--- src/rtl/counter_mod_if.sv ---
// Control/data bundle for counter_mod: the master drives the controls and load data,
// the slave (the counter) returns its value and status.
interface counter_mod_if #(
  parameter int unsigned word_width = 8
);
  logic                  count;
  logic                  load;
  logic                  dir;
  logic                  sat;
  logic [word_width-1:0] limit;
  logic [word_width-1:0] D_IN;
  logic [word_width-1:0] D_OUT;
  logic                  wrap;
  logic                  at_limit;

  modport master (
    output count, load, dir, sat, limit, D_IN,
    input  D_OUT, wrap, at_limit
  );

  modport slave (
    input  count, load, dir, sat, limit, D_IN,
    output D_OUT, wrap, at_limit
  );
endinterface

--- src/rtl/counter_mod.sv ---
// Loadable up/down modulo counter with wrap/saturate modes and a registered wrap pulse.
// Optional tick prescaler is enabled by defining COUNTER_MOD_PRESCALE_EN.
module counter_mod #(
  parameter int unsigned word_width   = 8,
  parameter int unsigned prescale_div = 4
) (
  input logic          clk,
  input logic          reset,
  counter_mod_if.slave bus
);

  logic [word_width-1:0] val_q;
  logic [word_width-1:0] val_next;
  logic                  wrap_q;
  logic                  wrap_next;
  logic                  tick;

`ifdef COUNTER_MOD_PRESCALE_EN
  localparam int unsigned PW = (prescale_div > 1) ? $clog2(prescale_div) : 1;
  localparam logic [PW-1:0] PRE_LAST = PW'(prescale_div - 1);

  logic [PW-1:0] pre_q;

  // Prescaler advances only on counting cycles; its last phase is the tick.
  always_ff @(posedge clk or negedge reset) begin
    if (!reset) begin
      pre_q <= '0;
    end else if (bus.load) begin
      pre_q <= '0;
    end else if (bus.count) begin
      pre_q <= (pre_q == PRE_LAST) ? '0 : pre_q + PW'(1);
    end
  end

  assign tick = bus.count && !bus.load && (pre_q == PRE_LAST);
`else
  assign tick = bus.count && !bus.load;
`endif

  // Limit compare precedes the step, so no carry/borrow leaves word_width.
  always_comb begin
    val_next  = val_q;
    wrap_next = 1'b0;
    if (bus.load) begin
      val_next = (bus.D_IN > bus.limit) ? bus.limit : bus.D_IN;
    end else if (tick) begin
      if (!bus.dir) begin
        if (val_q < bus.limit) begin
          val_next = val_q + word_width'(1);
        end else if (!bus.sat) begin
          val_next  = '0;
          wrap_next = 1'b1;
        end
      end else begin
        if (val_q != '0) begin
          val_next = val_q - word_width'(1);
        end else if (!bus.sat) begin
          val_next  = bus.limit;
          wrap_next = 1'b1;
        end
      end
    end
  end

  always_ff @(posedge clk or negedge reset) begin
    if (!reset) begin
      val_q  <= '0;
      wrap_q <= 1'b0;
    end else begin
      val_q  <= val_next;
      wrap_q <= wrap_next;
    end
  end

  assign bus.D_OUT    = val_q;
  assign bus.wrap     = wrap_q;
  assign bus.at_limit = bus.dir ? (val_q == '0) : (val_q >= bus.limit);

endmodule

--- src/flat_wrapper.sv ---
// flat-port wrapper written by rule: the top's interface ports become plain ports
module counter_mod_flat 
#(
  parameter int unsigned word_width   = 8,
  parameter int unsigned prescale_div = 4
)
  (clk, reset, bus_count, bus_load, bus_dir, bus_sat, bus_limit, bus_D_IN, bus_D_OUT, bus_wrap, bus_at_limit);
  counter_mod_if #(.word_width(word_width)) bus_i ();
  input logic clk;
  input logic reset;
  input wire logic [$bits(bus_i.count)-1:0] bus_count;
  input wire logic [$bits(bus_i.load)-1:0] bus_load;
  input wire logic [$bits(bus_i.dir)-1:0] bus_dir;
  input wire logic [$bits(bus_i.sat)-1:0] bus_sat;
  input wire logic [$bits(bus_i.limit)-1:0] bus_limit;
  input wire logic [$bits(bus_i.D_IN)-1:0] bus_D_IN;
  output wire logic [$bits(bus_i.D_OUT)-1:0] bus_D_OUT;
  output wire logic [$bits(bus_i.wrap)-1:0] bus_wrap;
  output wire logic [$bits(bus_i.at_limit)-1:0] bus_at_limit;
  assign bus_i.count = bus_count;
  assign bus_i.load = bus_load;
  assign bus_i.dir = bus_dir;
  assign bus_i.sat = bus_sat;
  assign bus_i.limit = bus_limit;
  assign bus_i.D_IN = bus_D_IN;
  assign bus_D_OUT = bus_i.D_OUT;
  assign bus_wrap = bus_i.wrap;
  assign bus_at_limit = bus_i.at_limit;
  counter_mod #(.word_width(word_width), .prescale_div(prescale_div)) u_core (.clk(clk), .reset(reset), .bus(bus_i));
endmodule
--- config.mk ---
export PLATFORM = sky130hd
export DESIGN_NAME = counter_mod_flat
export DESIGN_NICKNAME = d
export VERILOG_FILES = /design/src/rtl/counter_mod_if.sv /design/src/rtl/counter_mod.sv /design/src/flat_wrapper.sv
export SDC_FILE = /design/constraint.sdc
export NUM_CORES = 1
export LEC_CHECK = 0
export CAP_MARGIN = 20
export CORE_ASPECT_RATIO = 1.75
export CORE_MARGIN = 2
export CORE_UTILIZATION = 45
export DETAILED_ROUTE_END_ITERATION = 6
export GPL_ROUTABILITY_DRIVEN = 0
export GPL_TIMING_DRIVEN = 0
export PLACE_DENSITY = 0.76
export SKIP_CTS_REPAIR_TIMING = 1
export SLEW_MARGIN = 20
export SYNTH_ARGS = -nofsm -noshare
export SYNTH_HDL_FRONTEND = slang
export SYNTH_SLANG_ARGS = --single-unit
--- constraint.sdc ---
create_clock -name clk -period 3.8 [get_ports clk]
set_clock_uncertainty 0.05 [all_clocks]
set_input_delay 0.76 -clock clk [delete_from_list [all_inputs] [get_ports clk]]
set_output_delay 0.76 -clock clk [all_outputs]
set_load 0.02 [all_outputs]
==> metrics.json <==
{
  "power": {
    "p_leak_nw": 0.818,
    "cellPowerDensity_mw_per_mm2": 409,
    "maximum_vdd_drop_uv": 320,
    "post-layout-total-power_mw": 0.725
  },
  "sta": {
    "maxSlewHeadroom_pct": 70.7,
    "final.setup.worst_slack_ns": 0.429,
    "setup_repair_after_global_routing_missed_its_margin": "false",
    "layout_min_cycle_time_ns": 3.37,
    "timing.fmax_ghz": 0.297,
    "fin_hold_ws_ns": 0.590,
    "timing_hold_violations_final": 0,
    "finalCritPeriodShare_pct": 88.7,
    "final_max_slew_viol_count": 0,
    "final-setup-viol-count": 0,
    "worst_pin_slew_ns": 0.439
  },
  "clock_network": {
    "clkLatencyLatePin_ns": 0.23,
    "cts_inserted_buffers": 3,
    "root_cell_of_the_clock_tree": "sky130_fd_sc_hd__clkbuf_8",
    "clk_transition_reported_paths_ns": 0.04,
    "tritoncts": "built",
    "numClockSinks": 9,
    "cts_htree_levels": 1,
    "cts_max_path_buffers": 2
  },
  "synthesis": {
    "synth.cell_area_mm2": 0.00137,
    "async_flop_share_pct": 100,
    "postSynthRegisterBits": 9,
    "yosys.cell_count.top_type": "sky130_fd_sc_hd__ha_1",
    "synth-seq-area-share_pct": 16.4,
    "synth_largest_type_area_fraction_pct": 17.3,
    "dominantRegCellSynth": "sky130_fd_sc_hd__dfrtp_1",
    "post_synth_main_area_contributors": "sky130_fd_sc_hd__ha_1 (17%), sky130_fd_sc_hd__dfrtp_1 (16%), sky130_fd_sc_hd__a21oi_1 (6.6%)",
    "synthCells": 166,
    "syn-mean-instance-area_um2": 8.26,
    "nets_in_the_synthesized_netlist": 207,
    "count_of_flip_flops_with_a_built_in_enable_after_synthesis": 0,
    "synth.yosys.warnings": 0,
    "synth.top_cells.by_count": "sky130_fd_sc_hd__ha_1 (19), sky130_fd_sc_hd__a21oi_1 (18), sky130_fd_sc_hd__a211oi_1 (12)",
    "synth.lib_cells_used.distinct": 40,
    "synth_largest_area_cell": "sky130_fd_sc_hd__ha_1"
  },
  "setup_path": {
    "critPathArrivalTime_ns": 2.56,
    "critPathLaunchType": "input port",
    "timing.critical_path.required_ns": 2.99,
    "reg2regPathDepth": 9,
    "endpoint_kind": "primary output",
    "worst-setup-path-type": "input port to primary output",
    "path_max_fanout": 3
  },
  "place": {
    "portBuffers": 31,
    "dp_worst_setup_slack_ns": -0.133,
    "dp_hpwl_um": 3320,
    "placed_cell_area_mm2": 0.00172
  },
  "global_route": {
    "number_of_global_route_vias_before_repair": 1475,
    "groute.layer.met2.usage_pct": 43.8,
    "use_met1_pct": 25.9,
    "overflow": 0,
    "global_route_wire_length_before_repair_um": 6500,
    "grt_antenna_before_repair": 0,
    "global_route.peak_usage_layer": "met2",
    "globalRouteMet3Util_pct": 3.76,
    "gr-usage-all-layers_pct": 24.6,
    "grt_max_degree": 11
  },
  "routing": {
    "route.detailed.vias_per_inst": 6.39,
    "drc_errors": 0,
    "routed-via-count": 1470,
    "drt_pre_antenna_iters": 4,
    "postRouteWirelength_um": 3970,
    "wire_per_inst_um": 17.3,
    "final_antenna_net_count": 0,
    "drt_iter0_markers": 78
  },
  "die": {
    "core-area_mm2": 0.00293,
    "width_of_the_die_um": 45.7,
    "dieHeight_um": 77.0,
    "num_io_pins": 32,
    "fp.dieArea_mm2": 0.00352,
    "core.rowCount": 26,
    "initial_utilization_pct": 46.8
  },
  "flow_run": {
    "cap_violations": 0
  },
  "layout": {
    "layout-area-overhead-vs-synth_pct": 29.3,
    "antennaDiodeCount": 0,
    "post-route-cell-area_mm2": 0.00177,
    "net_count_final": 244,
    "layout-drive-gt1-share_pct": 11.4,
    "layout.core_utilization_pct": 60.6
  },
  "hold_path": {
    "worst_hold_path.num_cells": 1,
    "worst_hold_path_type": "flop to flop"
  },
  "outcome": {
    "status": "complete, no violations"
  }
}
power by group:
part / switching (mW) / internal [mW] / total (mW) / leakage [nW]
combinational: 0.239 / 0.212 / 0.451 / 0.684
sequential: 0.0470 / 0.119 / 0.166 / 0.109
clock: 0.0368 / 0.0713 / 0.108 / 0.0255
total: 0.323 / 0.402 / 0.725 / 0.818
kinds of logic after synthesis:
logic type | synth area share, %
AO/OA/AOI/OAI | 28.2
AND/OR/NAND/NOR | 20.6
buffers and inverters | 7.57
adder cells (fa/ha/maj) | 17.3
multiplexers | 6.66
flip-flops | 16.4
XOR/XNOR | 3.19
routing by layer:
metal,wire length (µm),part of all wire [%]
met1,1430,36
met2,2200,55
met3,134,3.4
met4,210,5.3
met5,0,0
worst paths after layout:
check,from,endpoint,slack [ns]
min reg2reg,u_core.bus.D_OUT[0],u_core.bus.D_OUT[0],0.59
min in group asynchronous,reset,u_core.bus.D_OUT[5],0.77
max in group asynchronous,reset,u_core.bus.D_OUT[0],2.66
min,u_core.bus.D_OUT[0],u_core.bus.D_OUT[0],0.59
max,bus_limit[7],bus_at_limit,0.43
max reg2reg,u_core.bus.D_OUT[0],u_core.bus.D_OUT[6],1.39
layout by cell type (no fill, tap or decap), types with 4 or more instances in the layout:
cell type                         count
sky130_fd_sc_hd__a211o_1              4
sky130_fd_sc_hd__nand3_1              9
sky130_fd_sc_hd__nand2_1              9
sky130_fd_sc_hd__nand4_1              4
sky130_fd_sc_hd__nor2b_1              4
sky130_fd_sc_hd__o21ai_1              5
sky130_fd_sc_hd__dfrtp_1              9
sky130_fd_sc_hd__nor2_1               9
sky130_fd_sc_hd__ha_1                19
sky130_fd_sc_hd__inv_1               10
sky130_fd_sc_hd__a21oi_1             18
sky130_fd_sc_hd__buf_2                5
sky130_fd_sc_hd__clkdlybuf4s50_1     30
sky130_fd_sc_hd__mux2i_1              8
sky130_fd_sc_hd__a211oi_1            12
sky130_fd_sc_hd__a21o_1               4
worst max-delay path, stage by stage:
cell	delay, ns
sky130_fd_sc_hd__clkdlybuf4s50_1	0.47
sky130_fd_sc_hd__inv_1	0.08
sky130_fd_sc_hd__ha_1	0.31
sky130_fd_sc_hd__a211oi_1	0.23
sky130_fd_sc_hd__o21ai_0	0.18
sky130_fd_sc_hd__o21ai_1	0.21
sky130_fd_sc_hd__o21ai_0	0.11
sky130_fd_sc_hd__dlymetal6s2s_1	0.21
area by class of cell:
type	count	area, µm²
clock buffer	3	41.3
tap	28	35.0
clock inverter	1	5.00
sequential	9	225
timing repair buffer	32	320
buffer	10	66.3
multi-input combinational	137	1040
fill	278	1150
inverter	10	37.5
per-stage QoR:
step	std cells	TNS [ns]
floorplan	166	0
global placement	225	-0.0969
detailed placement	225	-0.133
CTS	229	-0.153
global route	230	0
finish	230	0
flip-flops by register name, summed over array words and instances (netlist names):
register,flops
u_core.bus.D_OUT,8
u_core.bus.wrap,1
Note: power is estimated with default switching activity, not from simulation.
